[src/rtl/semi_procesador_param_if.sv]
// Switch/LED bus of the parametrised semi-processor: operand entry, result display
// and history read port.
interface semi_procesador_param_if #(
    parameter int W     = 8,
    parameter int DEPTH = 4
);
    logic [W-1:0]             sw;
    logic [2:0]               op;
    logic                     load;
    logic [W-1:0]             leds;
    logic [2:0]               flags;
    logic                     busy;
    logic                     done;
    logic [$clog2(DEPTH)-1:0] hist_sel;
    logic [W-1:0]             hist_data;
    logic                     hist_valid;

    modport master (
        output sw, op, load, hist_sel,
        input  leds, flags, busy, done, hist_data, hist_valid
    );

    modport slave (
        input  sw, op, load, hist_sel,
        output leds, flags, busy, done, hist_data, hist_valid
    );
endinterface

[src/rtl/semi_procesador_param.sv]
// Parametrised semi-processor: A, then B+opcode, one-cycle ALU execute, result/flags
// on LEDs and a circular result history. Define SEMI_PROC_MUL_EN to make opcode 111 a MUL.
module semi_procesador_param #(
    parameter int W     = 8,
    parameter int DEPTH = 4,
    parameter int SHW   = $clog2(W)
) (
    input  logic                    clk,
    input  logic                    rst_n,
    semi_procesador_param_if.slave  bus
);
    localparam int AW = $clog2(DEPTH);

    typedef enum logic [1:0] {S_A, S_B, S_EXEC, S_SHOW} state_t;

    state_t         state_q, state_d;
    logic [W-1:0]   a_q, b_q, leds_q;
    logic [2:0]     opc_q, flags_q;
    logic           done_q;
    logic [AW-1:0]  wp_q;
    logic [AW:0]    cnt_q;
    logic [W-1:0]   hist_q [DEPTH];

    logic [W-1:0]   res;
    logic           carry, ovf;
    logic [W:0]     sum;
    logic [2*W-1:0] shl_x, shr_x;
    logic [SHW-1:0] amt;
`ifdef SEMI_PROC_MUL_EN
    logic [2*W-1:0] prod;
`endif

    // Shifts run through a double-width vector so the last bit shifted out lands
    // at a fixed position regardless of the amount.
    always_comb begin
        amt   = b_q[SHW-1:0];
        shl_x = {{W{1'b0}}, a_q} << amt;
        shr_x = {a_q, {W{1'b0}}} >> amt;
        sum   = '0;
        res   = '0;
        carry = 1'b0;
        ovf   = 1'b0;
`ifdef SEMI_PROC_MUL_EN
        prod  = {{W{1'b0}}, a_q} * {{W{1'b0}}, b_q};
`endif
        case (opc_q)
            3'b000: begin
                sum   = {1'b0, a_q} + {1'b0, b_q};
                res   = sum[W-1:0];
                carry = sum[W];
                ovf   = (a_q[W-1] == b_q[W-1]) && (res[W-1] != a_q[W-1]);
            end
            3'b001: begin
                sum   = {1'b0, a_q} - {1'b0, b_q};
                res   = sum[W-1:0];
                carry = sum[W];
                ovf   = (a_q[W-1] != b_q[W-1]) && (res[W-1] != a_q[W-1]);
            end
            3'b010: res = a_q & b_q;
            3'b011: res = a_q | b_q;
            3'b100: res = a_q ^ b_q;
            3'b101: begin
                res   = shl_x[W-1:0];
                carry = (amt != '0) && shl_x[W];
            end
            3'b110: begin
                res   = shr_x[2*W-1:W];
                carry = (amt != '0) && shr_x[W-1];
            end
            default: begin
`ifdef SEMI_PROC_MUL_EN
                res   = prod[W-1:0];
                carry = |prod[2*W-1:W];
`else
                res   = a_q;
`endif
            end
        endcase
    end

    always_ff @(posedge clk or negedge rst_n) begin
        if (!rst_n) state_q <= S_A;
        else        state_q <= state_d;
    end

    always_comb begin
        state_d = state_q;
        case (state_q)
            S_A:     if (bus.load) state_d = S_B;
            S_B:     if (bus.load) state_d = S_EXEC;
            S_EXEC:  state_d = S_SHOW;
            S_SHOW:  if (bus.load) state_d = S_B;
            default: state_d = S_A;
        endcase
    end

    always_comb begin
        bus.busy = (state_q == S_EXEC);
    end

    always_ff @(posedge clk or negedge rst_n) begin
        if (!rst_n) begin
            a_q     <= '0;
            b_q     <= '0;
            opc_q   <= '0;
            leds_q  <= '0;
            flags_q <= '0;
            done_q  <= 1'b0;
            wp_q    <= '0;
            cnt_q   <= '0;
        end else begin
            done_q <= (state_q == S_EXEC);
            case (state_q)
                S_A, S_SHOW: if (bus.load) begin
                    a_q    <= bus.sw;
                    leds_q <= bus.sw;
                end
                S_B: if (bus.load) begin
                    b_q    <= bus.sw;
                    opc_q  <= bus.op;
                    leds_q <= bus.sw;
                end
                S_EXEC: begin
                    leds_q  <= res;
                    flags_q <= {ovf, carry, (res == '0)};
                    wp_q    <= wp_q + AW'(1);
                    if (cnt_q != (AW+1)'(DEPTH)) cnt_q <= cnt_q + (AW+1)'(1);
                end
                default: ;
            endcase
        end
    end

    // History contents survive reset; only the count and pointer are cleared.
    always_ff @(posedge clk) begin
        if (rst_n && state_q == S_EXEC) hist_q[wp_q] <= res;
    end

    logic [AW-1:0] rd_idx;
    assign rd_idx         = wp_q - AW'(1) - bus.hist_sel;
    assign bus.hist_data  = hist_q[rd_idx];
    assign bus.hist_valid = ({1'b0, bus.hist_sel} < cnt_q);
    assign bus.leds       = leds_q;
    assign bus.flags      = flags_q;
    assign bus.done       = done_q;
endmodule
[src/flat_wrapper.sv]
// flat-port wrapper written by rule: the top's interface ports become plain ports
module semi_procesador_param_flat 
#(
    parameter int W     = 8,
    parameter int DEPTH = 4,
    parameter int SHW   = $clog2(W)
)
  (clk, rst_n, bus_sw, bus_op, bus_load, bus_hist_sel, bus_leds, bus_flags, bus_busy, bus_done, bus_hist_data, bus_hist_valid);
  semi_procesador_param_if #(.W(W), .DEPTH(DEPTH)) bus_i ();
  input  logic clk;
  input  logic rst_n;
  input wire logic [$bits(bus_i.sw)-1:0] bus_sw;
  input wire logic [$bits(bus_i.op)-1:0] bus_op;
  input wire logic [$bits(bus_i.load)-1:0] bus_load;
  input wire logic [$bits(bus_i.hist_sel)-1:0] bus_hist_sel;
  output wire logic [$bits(bus_i.leds)-1:0] bus_leds;
  output wire logic [$bits(bus_i.flags)-1:0] bus_flags;
  output wire logic [$bits(bus_i.busy)-1:0] bus_busy;
  output wire logic [$bits(bus_i.done)-1:0] bus_done;
  output wire logic [$bits(bus_i.hist_data)-1:0] bus_hist_data;
  output wire logic [$bits(bus_i.hist_valid)-1:0] bus_hist_valid;
  assign bus_i.sw = bus_sw;
  assign bus_i.op = bus_op;
  assign bus_i.load = bus_load;
  assign bus_i.hist_sel = bus_hist_sel;
  assign bus_leds = bus_i.leds;
  assign bus_flags = bus_i.flags;
  assign bus_busy = bus_i.busy;
  assign bus_done = bus_i.done;
  assign bus_hist_data = bus_i.hist_data;
  assign bus_hist_valid = bus_i.hist_valid;
  semi_procesador_param #(.W(W), .DEPTH(DEPTH), .SHW(SHW)) u_core (.clk(clk), .rst_n(rst_n), .bus(bus_i));
endmodule
[config.mk]
export PLATFORM = sky130hd
export DESIGN_NAME = semi_procesador_param_flat
export DESIGN_NICKNAME = d
export VERILOG_FILES = /design/src/rtl/semi_procesador_param_if.sv /design/src/rtl/semi_procesador_param.sv /design/src/flat_wrapper.sv
export SDC_FILE = /design/constraint.sdc
export NUM_CORES = 1
export LEC_CHECK = 0
export ABC_AREA = 1
export CAP_MARGIN = 20
export CORE_UTILIZATION = 64
export DETAILED_ROUTE_END_ITERATION = 16
export GPL_TIMING_DRIVEN = 0
export PLACE_DENSITY_LB_ADDON = 0.15
export SLEW_MARGIN = 40
export SYNTH_ARGS = -nofsm -noshare
export SYNTH_HDL_FRONTEND = slang
export SYNTH_SLANG_ARGS = --single-unit
[constraint.sdc]
create_clock -name clk -period 3.62 [get_ports clk]
set_input_delay 0.543 -clock clk [delete_from_list [all_inputs] [get_ports clk]]
set_output_delay 0.543 -clock clk [all_outputs]
set_load 0.03 [all_outputs]
==> flow_summary.yaml <==
detailed_routing:
  drt-initial-drc-count: 391
  first_pass_iters: 6
  drtAntennaViolNets: 0
  wirelength_mm: 13.3
  wl_per_cell_um: 17.4
  vias_per_cell: 5.92
  drc_errors: 0
  vias: 4531
final_layout:
  fill_cells: 536
  fin_area_um2: 5410
  regArea_um2: 1910
  syn_to_final_growth_pct: 14.0
  diodes: 0
  layout-drive-gt1-share_pct: 7.66
  multiInputGateArea_um2: 2440
  fin_nets: 714
yosys:
  ys_ff_latch: 70
  yosysSeqAreaShare_pct: 40.3
  postSynth.asyncResetShare_pct: 54.3
  ys_types: 37
  synth_top_area_cell: "edfxtp_1"
  syn_nets: 666
  synth-edff-count: 32
  syn_area_um2: 4750
  syn_inst: 613
  synth_top_area_share_pct: 20.2
  synth_most_common_cell: "nand2_1"
  syn_avg_cell_area_um2: 7.74
  synth_warnings: 0
  synth_flop_cell: "dfrtp_1"
  synth_area_leaders: "edfxtp_1 20%, dfrtp_1 20%, nand2_1 13%"
  yosys-top-cells-count: "162 x nand2_1, 76 x inv_1, 70 x nand3_1"
timing:
  setup_tns_ps: 0
  setup_viol_count_final: 0
  hold_viol: 0
  grt_setup_unrepaired: "false"
  worst_pin_slew_ps: 847
  skew_ps: 11.1
  fin_crit_sh_pct: 96.1
  slew_violations: 0
  relSlewSlack_pct: 43.3
  max_freq_mhz: 288
  finalCriticalPeriod_ps: 3480
worst_setup_path:
  cp.arrival_ps: 2940
  worst_setup_path_start_kind: "input port"
  critPathCaptureType: "primary output"
  cp_max_fo: 8
  worstPathRequired_ps: 3080
  critical_path_class: "in -> out"
die:
  io_pins: 38
  start_util_pct: 65.8
  die_h_um: 88.1
  die_area_um2: 7760
  num_rows: 31
  coreArea_um2: 7210
  dieWidth_um: 88.1
clock_network:
  cts_tree: "done"
  ctsHoldBuffers: 0
  clkSinkCount: 70
  cts_root_buffer: "clkbuf_8"
  path_clk_slew_ps: 70
  cts_htree_levels: 3
  cts_buffer_depth: 2
  numCtsBuffers: 9
  insertion_delay_ps: 340
place:
  port_buffers: 37
  dp_hpwl_mm: 10.1
  place_area_um2: 5240
  gp_congestion: 0.957
global_route:
  antenna_found_initial: 0
  gr-total-overflow: 0
  grt_max_degree: 40
  grt_pass1_wl_mm: 20.4
  grtUsageTotal_pct: 35.8
  grt_pass1_vias: 4052
run_status:
  status: "finished clean"
flow_run:
  maxCapViolations: 0
min_path:
  min_path_type: "in -> async"
-- state kept, by name, indices dropped and copies added (netlist names) --
signal            cells
u_core.b_q            8
u_core.bus.done       1
u_core.opc_q          3
u_core.wp_q           2
u_core.bus.leds       8
u_core.hist_q        32
u_core.a_q            8
u_core.state_q        2
u_core.bus.flags      3
u_core.cnt_q          3
-- per-layer routing --
| metal | global-route usage [%] | share of wire [%] |
|---|---|---|
| met3 | 9.14 | 11 |
| met4 | 11.3 | 2.0 |
| met2 | 54.5 | 45 |
| met1 | 50.4 | 42 |
| met5 | 0 | 0 |
-- through the flow --
step	utilization [%]	hold slack, ps	instances	setup slack, ps
after floorplan	-	247	613	756
after global placement	72.6	482	749	-183
after detailed placement	72.6	481	749	-251
after CTS	74.9	172	764	25.2
after global routing	75.0	199	765	43.0
final	75.0	165	765	142
-- what timing repair did --
item,4_1_cts,5_1_grt
resized for setup,3,1
setup endpoints to repair,8,3
buffers inserted,0,1
pin swaps,0,1
-- cell usage in the layout (no fill, tap or decap), types with 3 or more instances in the layout --
master           count
a21boi_0             3
a21oi_1             18
buf_2                7
buf_4                4
clkbuf_1             5
clkbuf_8             9
clkdlybuf4s50_1     36
clkinv_1             3
clkinv_2             3
dfrtp_1             38
edfxtp_1            32
ha_1                34
inv_1               76
inv_2                8
mux2i_1              8
nand2_1            162
nand3_1             70
nand3b_1             4
nand4_1              8
nor2_1              42
nor3_1               4
o211ai_1            11
o21ai_0             39
o221ai_1             5
or2_2                9
xor2_1               5
-- final cells by class --
| class | instances | area share [%] |
|---|---|---|
| clock inverters | 5 | 0.486 |
| inverters | 86 | 5.97 |
| clock buffers | 11 | 2.43 |
| repair buffers | 38 | 6.94 |
| flip-flops and latches | 70 | 35.3 |
| well taps | 99 | 2.29 |
| plain buffers | 15 | 1.39 |
| multi-input cells | 441 | 45.2 |
-- final timing paths --
check | start | end | slack [ps] | cells past startpoint
setup / recovery | bus_hist_sel[0] | bus_hist_data[1] | 140 | 8
setup reg to reg | u_core.b_q[1]$_DFFE_PN0P_ | u_core.hist_q[1][6]$_DFFE_PP_ | 820 | 14
min in group clk | u_core.bus.leds[6]$_DFFE_PN0P_ | u_core.bus.leds[6]$_DFFE_PN0P_ | 490 | 2
hold / removal | rst_n | u_core.bus.flags[2]$_DFFE_PN0P_ | 170 | 1
hold reg to reg | u_core.bus.leds[6]$_DFFE_PN0P_ | u_core.bus.leds[6]$_DFFE_PN0P_ | 490 | 2
max in group asynchronous | rst_n | u_core.b_q[6]$_DFFE_PN0P_ | 3080 | 1
-- critical path, stage by stage --
cell	delay, ps
clkdlybuf4s50_1	460
inv_1	60
ha_2	480
inv_1	180
or2_2	320
o211ai_1	130
o21ai_0	150
clkdlybuf4s50_1	610
-- logic make-up after synthesis --
kind of cell    synth area share, %
simple gates                   28.4
fa+ha+maj                      10.1
buf+inv                        8.41
xor+xnor                       1.29
flops                          40.3
mux                            1.69
compound gates                 9.89
Power is left out: the tool's default activity adds up to more than one toggle a clock period on the data nets, which glitch-free logic cannot reach.
